$ cat src/rtl/ctrl_unit_pkg.sv
// Shared encodings for the Lab B multi-cycle controller: FSM states, opcodes,
// and ALU function selects (must match the alu block).
package ctrl_unit_pkg;

    typedef enum logic [2:0] {
        ST_INIT   = 3'd0,
        ST_FETCH  = 3'd1,
        ST_DECODE = 3'd2,
        ST_LOAD_A = 3'd3,
        ST_LOAD_B = 3'd4,
        ST_STORE  = 3'd5,
        ST_ALU_OP = 3'd6,
        ST_HALT   = 3'd7
    } state_e;

    localparam logic [3:0] OP_NOOP  = 4'h0;
    localparam logic [3:0] OP_LOAD  = 4'h1;
    localparam logic [3:0] OP_STORE = 4'h2;
    localparam logic [3:0] OP_ADD   = 4'h3;
    localparam logic [3:0] OP_SUB   = 4'h4;
    localparam logic [3:0] OP_XOR   = 4'h5;
    localparam logic [3:0] OP_OR    = 4'h6;
    localparam logic [3:0] OP_AND   = 4'h7;
    localparam logic [3:0] OP_INC   = 4'h8;
    localparam logic [3:0] OP_MOV   = 4'h9;
    localparam logic [3:0] OP_HALT  = 4'hF;

    localparam logic [2:0] ALU_NONE = 3'b000;
    localparam logic [2:0] ALU_ADD  = 3'b001;
    localparam logic [2:0] ALU_SUB  = 3'b010;
    localparam logic [2:0] ALU_MOV  = 3'b011;
    localparam logic [2:0] ALU_XOR  = 3'b100;
    localparam logic [2:0] ALU_OR   = 3'b101;
    localparam logic [2:0] ALU_AND  = 3'b110;
    localparam logic [2:0] ALU_INC  = 3'b111;

    function automatic logic [2:0] alu_sel(input logic [3:0] op);
        case (op)
            OP_ADD:  return ALU_ADD;
            OP_SUB:  return ALU_SUB;
            OP_XOR:  return ALU_XOR;
            OP_OR:   return ALU_OR;
            OP_AND:  return ALU_AND;
            OP_INC:  return ALU_INC;
            OP_MOV:  return ALU_MOV;
            default: return ALU_NONE;
        endcase
    endfunction

    function automatic logic is_alu_op(input logic [3:0] op);
        return (op >= OP_ADD) && (op <= OP_MOV);
    endfunction

endpackage

$ cat src/rtl/ctrl_unit_pc_counter.sv
// Program counter: increments on inc, wraps naturally at 2^PC_BITS, async clear.
module pc_counter #(
    parameter int unsigned PC_BITS = 7
) (
    input  logic               clk,
    input  logic               rst_n,
    input  logic               inc,
    output logic [PC_BITS-1:0] pc
);

    logic [PC_BITS-1:0] pc_q, pc_d;

    always_comb begin
        pc_d = pc_q;
        if (inc) begin
            pc_d = pc_q + PC_BITS'(1);
        end
    end

    always_ff @(posedge clk or negedge rst_n) begin
        if (!rst_n) begin
            pc_q <= '0;
        end else begin
            pc_q <= pc_d;
        end
    end

    assign pc = pc_q;

endmodule

$ cat src/rtl/ctrl_unit.sv
// Multi-cycle controller: fetches from a synchronous ROM, decodes, and drives
// Moore-style register-file / data-memory / ALU strobes from state and IR.
module ctrl_unit
    import ctrl_unit_pkg::*;
#(
    parameter int unsigned PC_BITS     = 7,
    parameter int unsigned D_ADDR_BITS = 8
) (
    input  logic                   clk,
    input  logic                   rst_n,
    input  logic [15:0]            instr,
    output logic [PC_BITS-1:0]     pc_addr,
    output logic                   im_rd,
    output logic [D_ADDR_BITS-1:0] d_addr,
    output logic                   d_rd,
    output logic                   d_wr,
    output logic                   rf_s,
    output logic [3:0]             rf_w_addr,
    output logic                   rf_w_wr,
    output logic [3:0]             rf_ra_addr,
    output logic [3:0]             rf_rb_addr,
    output logic [2:0]             alu_s0,
    output logic [2:0]             state_out,
    output logic                   halted
);

    state_e      state_q, state_d;
    logic [15:0] ir_q, ir_d;
    logic        pc_inc;

    pc_counter #(.PC_BITS(PC_BITS)) u_pc (
        .clk   (clk),
        .rst_n (rst_n),
        .inc   (pc_inc),
        .pc    (pc_addr)
    );

    always_ff @(posedge clk or negedge rst_n) begin
        if (!rst_n) begin
            state_q <= ST_INIT;
            ir_q    <= '0;
        end else begin
            state_q <= state_d;
            ir_q    <= ir_d;
        end
    end

    // Next state in DECODE comes from the ROM word directly, since IR only
    // captures it on the same edge.
    always_comb begin
        state_d    = state_q;
        ir_d       = ir_q;
        pc_inc     = 1'b0;
        im_rd      = 1'b0;
        d_addr     = '0;
        d_rd       = 1'b0;
        d_wr       = 1'b0;
        rf_s       = 1'b0;
        rf_w_addr  = '0;
        rf_w_wr    = 1'b0;
        rf_ra_addr = '0;
        rf_rb_addr = '0;
        alu_s0     = ALU_NONE;
        halted     = 1'b0;
        case (state_q)
            ST_INIT: state_d = ST_FETCH;
            ST_FETCH: begin
                im_rd   = 1'b1;
                pc_inc  = 1'b1;
                state_d = ST_DECODE;
            end
            ST_DECODE: begin
                ir_d = instr;
                if (instr[15:12] == OP_LOAD)        state_d = ST_LOAD_A;
                else if (instr[15:12] == OP_STORE)  state_d = ST_STORE;
                else if (is_alu_op(instr[15:12]))   state_d = ST_ALU_OP;
                else if (instr[15:12] == OP_HALT)   state_d = ST_HALT;
                else                                state_d = ST_FETCH;
            end
            ST_LOAD_A: begin
                d_addr  = ir_q[D_ADDR_BITS-1:0];
                d_rd    = 1'b1;
                state_d = ST_LOAD_B;
            end
            ST_LOAD_B: begin
                d_addr    = ir_q[D_ADDR_BITS-1:0];
                d_rd      = 1'b1;
                rf_s      = 1'b1;
                rf_w_addr = ir_q[11:8];
                rf_w_wr   = 1'b1;
                state_d   = ST_FETCH;
            end
            ST_STORE: begin
                d_addr     = ir_q[D_ADDR_BITS-1:0];
                rf_ra_addr = ir_q[11:8];
                d_wr       = 1'b1;
                state_d    = ST_FETCH;
            end
            ST_ALU_OP: begin
                rf_ra_addr = ir_q[7:4];
                rf_rb_addr = ir_q[3:0];
                alu_s0     = alu_sel(ir_q[15:12]);
                rf_w_addr  = ir_q[11:8];
                rf_w_wr    = 1'b1;
                state_d    = ST_FETCH;
            end
            ST_HALT: halted = 1'b1;
            default: state_d = ST_INIT;
        endcase
    end

    assign state_out = 3'(state_q);

endmodule

$ cat config.mk
export PLATFORM = sky130hd
export DESIGN_NAME = ctrl_unit
export DESIGN_NICKNAME = d
export VERILOG_FILES = /design/src/rtl/ctrl_unit_pkg.sv /design/src/rtl/ctrl_unit_pc_counter.sv /design/src/rtl/ctrl_unit.sv
export SDC_FILE = /design/constraint.sdc
export NUM_CORES = 1
export LEC_CHECK = 0
export CAP_MARGIN = 20
export CORE_UTILIZATION = 38
export DETAILED_ROUTE_END_ITERATION = 6
export PLACE_DENSITY = 0.87
export SKIP_LAST_GASP = 1
export SLEW_MARGIN = 10
export SYNTH_ARGS = -nofsm -noshare
export SYNTH_HDL_FRONTEND = slang
export SYNTH_HIERARCHICAL = 1
export SYNTH_SLANG_ARGS = --single-unit
$ cat constraint.sdc
create_clock -name clk -period 1.7 [get_ports clk]
set_input_delay 0.34 -clock clk [delete_from_list [all_inputs] [get_ports clk]]
set_output_delay 0.34 -clock clk [all_outputs]
set_load 0.05 [all_outputs]
# Word-level counts from Yosys, hierarchy flattened
# Index checks and enable logic that the tools add are counted.
dict set report op_classes {
  add_sub_neg 1
  magnitude_cmp 2
  n_eq_ne 17
  muxes 17
  reduce_logical 7
}
# operator n
set op_table {}
lappend op_table {{$pmux 3 s7} 1}
lappend op_table {{$eq 4x3->1 const B} 4}
lappend op_table {{$mux 3} 5}
lappend op_table {{$eq 3x3->1 const B} 4}
lappend op_table {{$eq 4x4->1 const B} 3}
lappend op_table {{$pmux 3 s4} 1}
lappend op_table {{$eq 4x2->1 const B} 2}
lappend op_table {{$mux 4} 2}
lappend op_table {{$mux 8} 1}
lappend op_table {{$pmux 4 s2} 1}
lappend op_table {{$add 7x1->7 const B} 1}
lappend op_table {{$eq 3x2->1 const B} 2}
lappend op_table {{$mux 1} 6}
lappend op_table {{$eq 4x1->1 const B} 1}
lappend op_table {{$ge 4x2->1 const B} 1}
lappend op_table {{$le 4x4->1 const B} 1}
lappend op_table {{$reduce_bool 4->1} 1}
lappend op_table {{$reduce_or 2->1} 2}
lappend op_table {{$reduce_or 4->1} 1}
lappend op_table {{$eq 3x1->1 const B} 1}
lappend op_table {{$logic_not 3->1} 1}
lappend op_table {{$reduce_or 3->1} 1}
lappend op_table {{$logic_and 1x1->1} 1}
dict set report word_totals {
  ff_bits 26
  in_bits 18
  output_inout_bits 39
  elab_cells 47
}

# Longest topological paths before layout
dict set report depth {
  word_depth 6
  mapped_depth 6
  depth_no_buf 4
}

# By module
# Netlist, hierarchy kept.
# module n_inst cells_per_inst area_each_um2 seq_area_each_um2
set by_module_without_submodules {}
lappend by_module_without_submodules {ctrl_unit 1 101 1062.3 475.5}
lappend by_module_without_submodules {pc_counter 1 22 282.8 175.2}

# Worst setup path after synthesis
# No wires, ideal clock.
dict set report synth_timing {
  path_kind {reg-to-reg}
  startpoint {register state_q[1] (netlist: state_out[1])}
  endpoint {register u_pc.pc_q[5] (netlist: u_pc/pc[5])}
  setup_time_ns 0.082
  arrival_ns 2.991
  required_ns 1.618
  path_slack_ns -1.373
  stages_incl_launch_ff 6
  n_path_buf 1
  period_less_slack_ns 3.073
  cell_sequence {dfrtp_1 > buf_2 > nor3b_1 > nand4_1 > nor2_1 > xor2_1}
}
dict set report synth_via {
  elab_chain_len 2
}
# item line
set synth_lines {}
lappend synth_lines {{start: declaration} ctrl_unit.sv:27} ;# state_e state_q, state_d;
lappend synth_lines {{start signal: assignment} ctrl_unit.sv:43} ;# state_q <= state_d;
lappend synth_lines {{$eq 3x1->1} --}
lappend synth_lines {{$mux 1} --}
lappend synth_lines {{via im_rd} ctrl_unit.sv:13} ;# output logic im_rd,
lappend synth_lines {{end signal: assignment} ctrl_unit_pc_counter.sv:24} ;# pc_q <= pc_d;
lappend synth_lines {{end: declaration} ctrl_unit_pc_counter.sv:11} ;# logic [PC_BITS-1:0] pc_q, pc_d;
# The timed path passes the listed nets, and every way through them passes these cells.
# A chain may end at the register's enable or synchronous reset.

# Final worst setup path
dict set report layout_timing {
  startpoint {register ir_q[14]}
  endpoint {output port alu_s0[1]}
}
dict set report layout_via {
  elab_chain_len 3
  elab_cells_between_ends 9
  classes_between {eq/ne (7); mux (2)}
}
# item line
set layout_lines {}
lappend layout_lines {{start: declaration} ctrl_unit.sv:28} ;# logic [15:0] ir_q, ir_d;
lappend layout_lines {{start signal: assignment} ctrl_unit.sv:44} ;# ir_q <= ir_d;
lappend layout_lines {{$eq 4x4->1, or another cell as far along} ctrl_unit_pkg.sv:38} ;# case (op)
lappend layout_lines {{$pmux 3 s7 *} ctrl_unit_pkg.sv:38}
lappend layout_lines {{$mux 3 *} ctrl_unit.sv:65} ;# case (state_q)
lappend layout_lines {{end: declaration} ctrl_unit.sv:22} ;# output logic [2:0] alu_s0,
# Every way passes the cells marked *; elsewhere a longest branch is shown, timed or not.

==> flow_summary.yaml <==
synth:
  syn_inst: 123
  yosys_most_used_dff: "dfrtp_1"
  synth_top_cell_by_area: "dfrtp_1"
  ys_ff_latch: 26
  synth.most_common_cell: "dfrtp_1"
  synthTopCellsByArea: "dfrtp_1 (48%), mux2_2 (13%), and2_1 (6.0%), and3_1 (2.8%), a22o_1 (2.6%)"
  ys_seq_area_share_pct: 48.4
  synthDistinctLibCells: 29
  ys_warn_count: 6
  synthTopCellsByCount: "dfrtp_1 (26), mux2_2 (16), and2_1 (13)"
  synth_area_per_cell_um2: 10.9
  async_flop_share_pct: 100
  synth-edff-count: 0
  syn-cell-area_mm2: 0.00135
  synth.net_count: 142
  synth_top_area_share_pct: 48.4
sta:
  period_minus_slack_ps: 1880
  hold_ws_ps: 343
  worst_slack_ps: -180
  worst_pin_slew_ps: 336
  final-setup-viol-count: 27
  tns_ps: -3930
  relSlewSlack_pct: 77.6
  fmax_ghz: 0.532
  hold_viol: 0
  finalCritPeriodShare_pct: 111
  rsz0062_at_grt: "true"
  maxSlewViolCount: 0
  skew_ps: 1.52
die:
  die_y_um: 61.5
  start_util_pct: 40.0
  die_area_mm2: 0.00378
  coreArea_mm2: 0.00336
  rows: 21
  io_pins: 57
  die_width_um: 61.5
drt:
  via_per_inst: 5.28
  drt-total-wl_um: 4040
  ant_nets: 0
  avgRoutedWirePerCell_um: 16.9
  drt_iter0_markers: 44
  drc_errors: 0
  drtPass1Iterations: 4
  vias: 1266
setup_path:
  crit_family: "flip-flops"
  endpoint_kind: "output pin"
  cp_slowest_cell: "dfrtp_1"
  worstSetupPathType: "flip-flop to output pin"
  critPathRequiredTime_ps: 1360
  path_cells: "nor2b_4 -> nand3_1 -> a21oi_4 -> buf_12"
  cp.arrival_ps: 1540
  critPathMaxStageDelay_ps: 490
  crit_fanout: 5
  path_buf_inv: 1
  critPathLaunchType: "flip-flop"
clocking:
  numCtsBuffers: 3
  cts_max_level: 1
  numClockSinks: 26
  clk_latency_ps: 340
  clk_pin_slew_ps: 150
  clock_path_buffers: 2
  cts_root_buffer: "clkbuf_4"
  cts_tree: "done"
  ctsHoldBuffers: 0
final_layout:
  drive_gt1_share_pct: 59.3
  syn2layout_area_growth_pct: 93.1
  diodes: 0
  layout.nets: 214
  ff_latch_area_um2: 656
  layoutNonFillerInstCount: 240
  multi_input_area_um2: 805
  fillCellCount: 231
global_routing:
  grt_pass1_vias: 1260
  grt_max_degree: 27
  grt_pass1_wl_um: 6200
  overflow: 0
  antenna_found_initial: 0
  track_usage_pct: 22.8
place:
  io_buffers: 56
  gp_congestion: 0.721
  pre_cts_slack_ps: 75.8
  hpwl_um: 2890
  dp.cells: 229
power:
  p_clk_share_pct: 39.4
  p_int_mw: 0.895
  switching_share_pct: 20.4
  comb_power_share_pct: 5.6
  vdd_drop_max_uv: 413
  p_total_mw: 1.12
  seqPwrFrac_pct: 55.0
  p_leak_nw: 1.22
  p_sw_mw: 0.229
  power-per-cell-area_mw_per_mm2: 433
outcome:
  status: "complete, but fails checks"
  violations: "negative setup slack"
min_path:
  hold_class: "input port to asynchronous set/reset pin"
run:
  drv_cap: 0
[metrics by stage]
step | cell area (um2) | utilization, %
global route | 2600 | 77.2
finish | 2600 | 77.2
detailed placement | 2400 | 71.5
CTS | 2570 | 76.3
floorplan | 1480 | -
global placement | 2400 | 71.5
[sequential cells by signal, summed over array words and instances (netlist names)]
signal,flops
state_out,3
ir_q,16
u_pc/pc,7
[layout by cell type, fill, tap and decap left out, drive strengths merged, types with 6 or more instances in the layout]
master         Yosys  final
and2              13     13
buf                5     56
dfrtp             26     26
mux2              16     16
and3               6      6
clkdlybuf4s50      0     17
nand2              6      6
nor2               9      9
[logic make-up after synthesis]
group,share of synthesized area (%)
AOI/OAI and AO/OA,7.81
and+or+nand+nor,19.8
DFF,48.4
adders and majority gates,0.930
muxes,14.1
buffers and inverters,4.37
xor gates and xnor gates,4.56
[power by group through the flow]
stage                     combinational [mW]  clock, mW  sequential, mW
after floorplan                      0.00404          0           0.630
after global placement                0.0602          0           0.630
after detailed placement              0.0626          0           0.630
after CTS                             0.0630      0.434           0.619
after global routing                  0.0674      0.470           0.619
final                                 0.0625      0.443           0.619
[worst paths after layout]
check | endpoint | from | slack [ps] | depth (start not counted)
max in group asynchronous | ir_q[13] | rst_n | 1090 | 2
worst max-delay path | alu_s0[1] | ir_q[14] | -180 | 4
worst min-delay path | ir_q[0] | rst_n | 340 | 2
worst min register to register | u_pc/pc[6] | u_pc/pc[6] | 490 | 1
worst max register to register | ir_q[3] | state_out[2] | 20 | 5
min in group clk | u_pc/pc[6] | u_pc/pc[6] | 490 | 1
[layout make-up]
type                       instances  share of cell area [%]
sequential                        26                    25.2
clock inverter                     1                    1.16
tap                               46                    2.22
timing repair buffer              73                    39.0
clock buffer                       3                   0.867
inverter                           3                   0.530
multi-input combinational         88                    31.0
[repair_timing]
item / in CTS / in global routing
setup buffers: 7 / 1
pin swaps: 11 / 1
gates resized for setup: 22 / 5
endpoints found under the setup margin: 28 / 39
[metal layers]
layer	global-route usage [%]	wire length [um]	up-vias
met3	3.78	201	8
met4	6.98	71	0
met1	26.7	1570	625
met2	42.2	2210	60
met5	0	0	-
li1	-	-	573
Power figures use the tool's default switching activity.
